[config.mk]
export PLATFORM = sky130hd
export DESIGN_NAME = ysyx_23060075_mem_arb
export DESIGN_NICKNAME = d
export VERILOG_FILES = /design/src/rtl/ysyx_23060075_mem_arb_pkg.sv /design/src/rtl/ysyx_23060075_rr_arb2.sv /design/src/rtl/ysyx_23060075_mem_arb.sv
export SDC_FILE = /design/constraint.sdc
export NUM_CORES = 1
export LEC_CHECK = 0
export ABC_AREA = 1
export CORE_MARGIN = 3
export CORE_UTILIZATION = 31
export CTS_CLUSTER_DIAMETER = 30
export DETAILED_ROUTE_END_ITERATION = 12
export GPL_TIMING_DRIVEN = 0
export PLACE_DENSITY_LB_ADDON = 0.3
export SLEW_MARGIN = 5
export SYNTH_ARGS = -nofsm -noshare
export SYNTH_HDL_FRONTEND = slang
export SYNTH_HIERARCHICAL = 1
export SYNTH_SLANG_ARGS = --single-unit
[constraint.sdc]
create_clock -name clk -period 1.8 [get_ports clk]
set_input_delay 0.27 -clock clk [delete_from_list [all_inputs] [get_ports clk]]
set_output_delay 0.27 -clock clk [all_outputs]
set_load 0.01 [all_outputs]
[src/rtl/ysyx_23060075_mem_arb_pkg.sv]
// rtl/ysyx_23060075_mem_arb_pkg.sv - shared widths, state/owner encodings and alignment helper for the memory arbiter
package ysyx_23060075_mem_arb_pkg;

    localparam int ISA_WIDTH       = 32;
    localparam int MEM_MASK_WIDTH  = ISA_WIDTH / 8;
    localparam int TIMEOUT_CYC_DEF = 256;

    typedef enum logic [2:0] {
        ST_IDLE  = 3'd0,
        ST_ISSUE = 3'd1,
        ST_WAIT  = 3'd2,
        ST_RESP  = 3'd3,
        ST_ERR   = 3'd4
    } arb_state_e;

    typedef enum logic {
        OWN_IF = 1'b0,
        OWN_LS = 1'b1
    } owner_e;

    // Size 3 is handled like a word access.
    function automatic logic ls_misaligned(input logic [1:0] size, input logic [1:0] addr_lo);
        logic bad;
        bad = 1'b0;
        case (size)
            2'd0:    bad = 1'b0;
            2'd1:    bad = addr_lo[0];
            default: bad = (addr_lo != 2'b00);
        endcase
        return bad;
    endfunction

endpackage

[src/rtl/ysyx_23060075_rr_arb2.sv]
// rtl/ysyx_23060075_rr_arb2.sv - two-way round-robin picker, one-hot grant, purely combinational
module ysyx_23060075_rr_arb2
    import ysyx_23060075_mem_arb_pkg::*;
(
    input  logic       req_if,
    input  logic       req_ls,
    input  owner_e     last_grant,
    output logic [1:0] grant
);

    // On a tie the requester that was not served last wins.
    assign grant[0] = req_if && (!req_ls || (last_grant == OWN_LS));
    assign grant[1] = req_ls && (!req_if || (last_grant == OWN_IF));

endmodule

[src/rtl/ysyx_23060075_mem_arb.sv]
// rtl/ysyx_23060075_mem_arb.sv - single-outstanding arbiter sharing one memory port between IF and LS
module ysyx_23060075_mem_arb
    import ysyx_23060075_mem_arb_pkg::*;
#(
    parameter int ADDR_W      = ISA_WIDTH,
    parameter int DATA_W      = ISA_WIDTH,
    parameter int MASK_W      = MEM_MASK_WIDTH,
    parameter int TIMEOUT_CYC = TIMEOUT_CYC_DEF
) (
    input  logic              clk,
    input  logic              rst,
    input  logic              if_req_valid,
    output logic              if_req_ready,
    input  logic [ADDR_W-1:0] if_addr,
    output logic              if_rsp_valid,
    output logic [DATA_W-1:0] if_rsp_data,
    output logic              if_rsp_err,
    input  logic              ls_req_valid,
    output logic              ls_req_ready,
    input  logic [ADDR_W-1:0] ls_addr,
    input  logic              ls_wen,
    input  logic [1:0]        ls_size,
    input  logic [DATA_W-1:0] ls_wdata,
    input  logic [MASK_W-1:0] ls_mask,
    output logic              ls_rsp_valid,
    output logic [DATA_W-1:0] ls_rsp_data,
    output logic              ls_rsp_err,
    output logic              mem_req_valid,
    input  logic              mem_req_ready,
    output logic [ADDR_W-1:0] mem_addr,
    output logic              mem_wen,
    output logic [DATA_W-1:0] mem_wdata,
    output logic [MASK_W-1:0] mem_mask,
    input  logic              mem_rsp_valid,
    input  logic [DATA_W-1:0] mem_rsp_data
);

    localparam int WD_W = ($clog2(TIMEOUT_CYC) > 0) ? $clog2(TIMEOUT_CYC) : 1;

    arb_state_e        state, state_nxt;
    owner_e            owner_q, last_grant;
    logic [ADDR_W-1:0] addr_q;
    logic              wen_q;
    logic [DATA_W-1:0] wdata_q, rdata_q, rsp_data;
    logic [MASK_W-1:0] mask_q;
    logic [WD_W-1:0]   wd_cnt;
    logic [1:0]        grant;
    logic              accept_if, accept_ls, accept, misaligned, wd_hit, rsp_fire;

    ysyx_23060075_rr_arb2 u_rr (
        .req_if     (if_req_valid),
        .req_ls     (ls_req_valid),
        .last_grant (last_grant),
        .grant      (grant)
    );

    // Readies are gated by reset so nothing looks accepted while held in reset.
    assign accept_if  = rst && (state == ST_IDLE) && grant[0];
    assign accept_ls  = rst && (state == ST_IDLE) && grant[1];
    assign accept     = accept_if || accept_ls;
    assign misaligned = accept_if ? (if_addr[1:0] != 2'b00) : ls_misaligned(ls_size, ls_addr[1:0]);
    assign wd_hit     = (wd_cnt == WD_W'(TIMEOUT_CYC - 1));

    always_comb begin
        state_nxt = state;
        case (state)
            ST_IDLE:  if (accept) state_nxt = misaligned ? ST_ERR : ST_ISSUE;
            ST_ISSUE: begin
                if (wd_hit)             state_nxt = ST_ERR;
                else if (mem_req_ready) state_nxt = ST_WAIT;
            end
            ST_WAIT: begin
                if (mem_rsp_valid) state_nxt = ST_RESP;
                else if (wd_hit)   state_nxt = ST_ERR;
            end
            ST_RESP:  state_nxt = ST_IDLE;
            ST_ERR:   state_nxt = ST_IDLE;
            default:  state_nxt = ST_IDLE;
        endcase
    end

    always_ff @(posedge clk or negedge rst) begin
        if (!rst) begin
            state      <= ST_IDLE;
            owner_q    <= OWN_IF;
            last_grant <= OWN_LS;
            addr_q     <= '0;
            wen_q      <= 1'b0;
            wdata_q    <= '0;
            mask_q     <= '0;
            rdata_q    <= '0;
            wd_cnt     <= '0;
        end else begin
            state <= state_nxt;
            if (accept_if) begin
                owner_q    <= OWN_IF;
                last_grant <= OWN_IF;
                addr_q     <= if_addr;
                wen_q      <= 1'b0;
                wdata_q    <= '0;
                mask_q     <= '1;
            end else if (accept_ls) begin
                owner_q    <= OWN_LS;
                last_grant <= OWN_LS;
                addr_q     <= ls_addr;
                wen_q      <= ls_wen;
                wdata_q    <= ls_wdata;
                mask_q     <= ls_wen ? ls_mask : '1;
            end
            if ((state == ST_WAIT) && mem_rsp_valid) rdata_q <= mem_rsp_data;
            if ((state == ST_ISSUE) || (state == ST_WAIT)) wd_cnt <= wd_cnt + 1'b1;
            else                                           wd_cnt <= '0;
        end
    end

    assign mem_req_valid = (state == ST_ISSUE);
    assign mem_addr      = addr_q;
    assign mem_wen       = wen_q;
    assign mem_wdata     = wdata_q;
    assign mem_mask      = mask_q;

    // Stores and error responses return zero data.
    assign rsp_fire     = (state == ST_RESP) || (state == ST_ERR);
    assign rsp_data     = ((state == ST_RESP) && !wen_q) ? rdata_q : '0;
    assign if_req_ready = accept_if;
    assign ls_req_ready = accept_ls;
    assign if_rsp_valid = rsp_fire && (owner_q == OWN_IF);
    assign ls_rsp_valid = rsp_fire && (owner_q == OWN_LS);
    assign if_rsp_err   = (state == ST_ERR) && (owner_q == OWN_IF);
    assign ls_rsp_err   = (state == ST_ERR) && (owner_q == OWN_LS);
    assign if_rsp_data  = (owner_q == OWN_IF) ? rsp_data : '0;
    assign ls_rsp_data  = (owner_q == OWN_LS) ? rsp_data : '0;

endmodule

==> qor.yml <==
htreeDepth: 4
fin_crit_sh_pct: 109.5
grtUsageTotal_pct: 20.94
wl_per_cell_um: 16.83
syn_inst: 641
fin_nets: 1111
synthAdderAreaFrac_pct: 0.2379
ys_warn_count: 6
synth_xor_area_share_pct: 0
critical_path_required_ns: 1.53
grt_overflow: 0
grt_pass1_wl_um: 30020
grt_max_degree: 45
netlist.area_leader.share_pct: 53.77
grt_pass1_vias: 5500
tightest_slew_ns: 0.4753
cp.arrival_ns: 1.70
synth_edf_count: 0
finalPower_w: 0.01436
violations: "negative setup slack"
multi_input_area_um2: 2275
fin_ws_ns: -0.1704
antenna_cells: 0
whs_ns: 0.008064
hold_violations: 0
ir_drop_mv: 0.7962
finClkSkew_ns: 0.005593
maxCapViolCount: 0
hp-class: "in -> async"
core_area_um2: 16230
die_h_um: 136.2
synth_common_cells: "181 x nand2_1, 113 x dfrtp_1, 66 x nor3_1"
dieArea_um2: 18560
status: "complete, but fails checks"
drive_gt1_share_pct: 23.42
synth_cell_type_count: 31
synth.mux.area_fraction_pct: 0
pin_count: 281
relSlewSlack_pct: 68.32
synth_compound_area_share_pct: 9.636
drtIter0Drc: 216
dpl.hpwl_um: 14110
powerDensity_nw_per_um2: 1519
viasPerCell: 4.724
start_util_pct: 32.40
yosysSeqAreaShare_pct: 54.27
dpl_cell_area_um2: 8361
synth-simple-area-share_pct: 28.22
firstDrtPassIters: 4
crit_type: "reg -> out"
dp_slack_ns: -0.8717
cts_num_sinks: 114
cts_buffer_depth: 2
rows: 46
die_w_um: 136.2
port_buffers: 280
cts_tree: "yes"
avgSynthCellArea_um2: 8.204
end_kind: "output port"
syn_to_final_growth_pct: 79.78
root_buffer: "clkbuf_16"
clk_pin_slew_ns: 0.06
antenna_found_initial: 0
grt_setup_unrepaired: "yes"
clk_latency_ns: 0.41
drc: 0
ys_async_sr_fraction_pct: 100.0
cp_max_fo: 10
synth_top_family_by_area: "simple AND/OR/NAND/NOR gates"
syn_nets: 783
critPathLaunchType: "flop"
yosysMostFrequentCell: "nand2_1"
final_area_um2: 9454
gp_congestion: 0.7982
synth_area_leaders: "dfrtp_1 54%, nand2_1 13%, nor3_1 6.3%"
ys.flop_type: "dfrtp_1"
vias: 5659
fin_crit_ns: 1.970
synth-seq-cells: 114
setup_viol: 66
cts-buffers-inserted: 17
power.leakage_nw: 4.397
ant_nets: 0
wirelength_um: 20170
seq_area_um2: 2855
slew_violations: 0
clock.fmax_ghz: 0.5075
synth_area_leader_cell: "dfrtp_1"
synth_area_um2: 5259
fill_cells: 1484
## critical path, cell delays in order (launching register included)
cell and delay, ns:
dfrtp_1 0.37, inv_2 0.07, nor3_4 0.22, nand2_4 0.13
buf_4 0.20, nor3_1 0.15, buf_2 0.16
## worst paths after layout
kind | end | cells past startpoint | from | slack, ns
worst max register to register | mem_addr[0] | 10 | state[0] | -0.01
max in group asynchronous | wd_cnt[0] | 4 | rst | 0.97
worst min-delay path | mem_addr[10] | 2 | rst | 0.008
worst min register to register | wd_cnt[0] | 1 | wd_cnt[0] | 0.46
worst max-delay path | if_rsp_data[4] | 6 | state[0] | -0.17
min in group clk | mem_wdata[17] | 3 | ls_wdata[17] | 0.39
## placed cells by master, fill, tap and decap left out, types with 3 or more instances in the layout
master,n
clkdlybuf4s50_1,208
nand2_1,178
dfrtp_1,112
buf_2,75
nor2_1,48
inv_1,42
nor3_1,37
o21ai_0,37
nand3_1,35
a31oi_1,33
buf_4,24
nor3_2,23
clkbuf_16,19
buf_6,16
inv_2,7
a21oi_1,7
nor3_4,7
clkbuf_2,7
nor2_4,4
nand3_2,4
clkbuf_4,4
buf_12,4
o22a_1,4
clkinvlp_4,4
bufinv_16,4
buf_8,3
clkbuf_8,3
buf_16,3
dlygate4sd3_1,3
## cell type report
| type | instances | share of cell area [%] |
|---|---|---|
| Buffer | 43 | 3.812 |
| Multi-Input combinational cell | 433 | 24.06 |
| Sequential cell | 114 | 30.20 |
| Clock buffer | 20 | 4.936 |
| Timing Repair Buffer | 309 | 30.15 |
| Clock inverter | 12 | 1.879 |
| Inverter | 51 | 2.104 |
| Tap cell | 216 | 2.859 |
## through the flow
step	TNS [ns]	cells	util, %
after floorplan	0	641	-
after global placement	-907.28	1137	51.33
after detailed placement	-58.02	1138	51.51
after CTS	-10.52	1188	56.17
after global routing	-17.02	1198	58.25
final	-8.079	1198	58.25
## sequential cells by signal, indices dropped and copies added (netlist names)
signal / count
state: 3
wd_cnt: 8
rdata_q: 32
mem_wdata: 32
owner_q: 1
mem_wen: 1
last_grant: 1
mem_addr: 32
mem_mask: 4
## metal layers
layer | up-vias | part of all wire, % | GRT usage (%)
li1 | 2754 | - | -
met1 | 2673 | 40 | 25.24
met2 | 216 | 49 | 35.22
met3 | 16 | 9.7 | 8.438
met4 | 0 | 0.80 | 4.759
met5 | - | 0 | 0
## repair_timing
action                                 CTS  global route
endpoints found under the hold margin   44             1
hold buffers                             5             2
setup buffers                           12             7
resized for setup                      362            76
cloned                                   1             2
pin swaps                                7             5
setup endpoints to repair              111           140
## logic make-up (layout without fill, tap and decap cells)
logic type                 after synthesis  count (layout)
buffers and inverters                   94             435
and+or+nand+nor                        345             345
DFF                                    114             114
adders and majority gates                1               1
AOI/OAI and AO/OA                       87              87
## where the power goes
part / internal, W / leakage (nW) / switching [W]
clock network: 0.00243 / 0.305 / 0.00123
logic: 0.00304 / 2.70 / 0.00342
registers: 0.00370 / 1.39 / 0.000532
total: 0.00917 / 4.40 / 0.00519
Power figures use the tool's default switching activity.
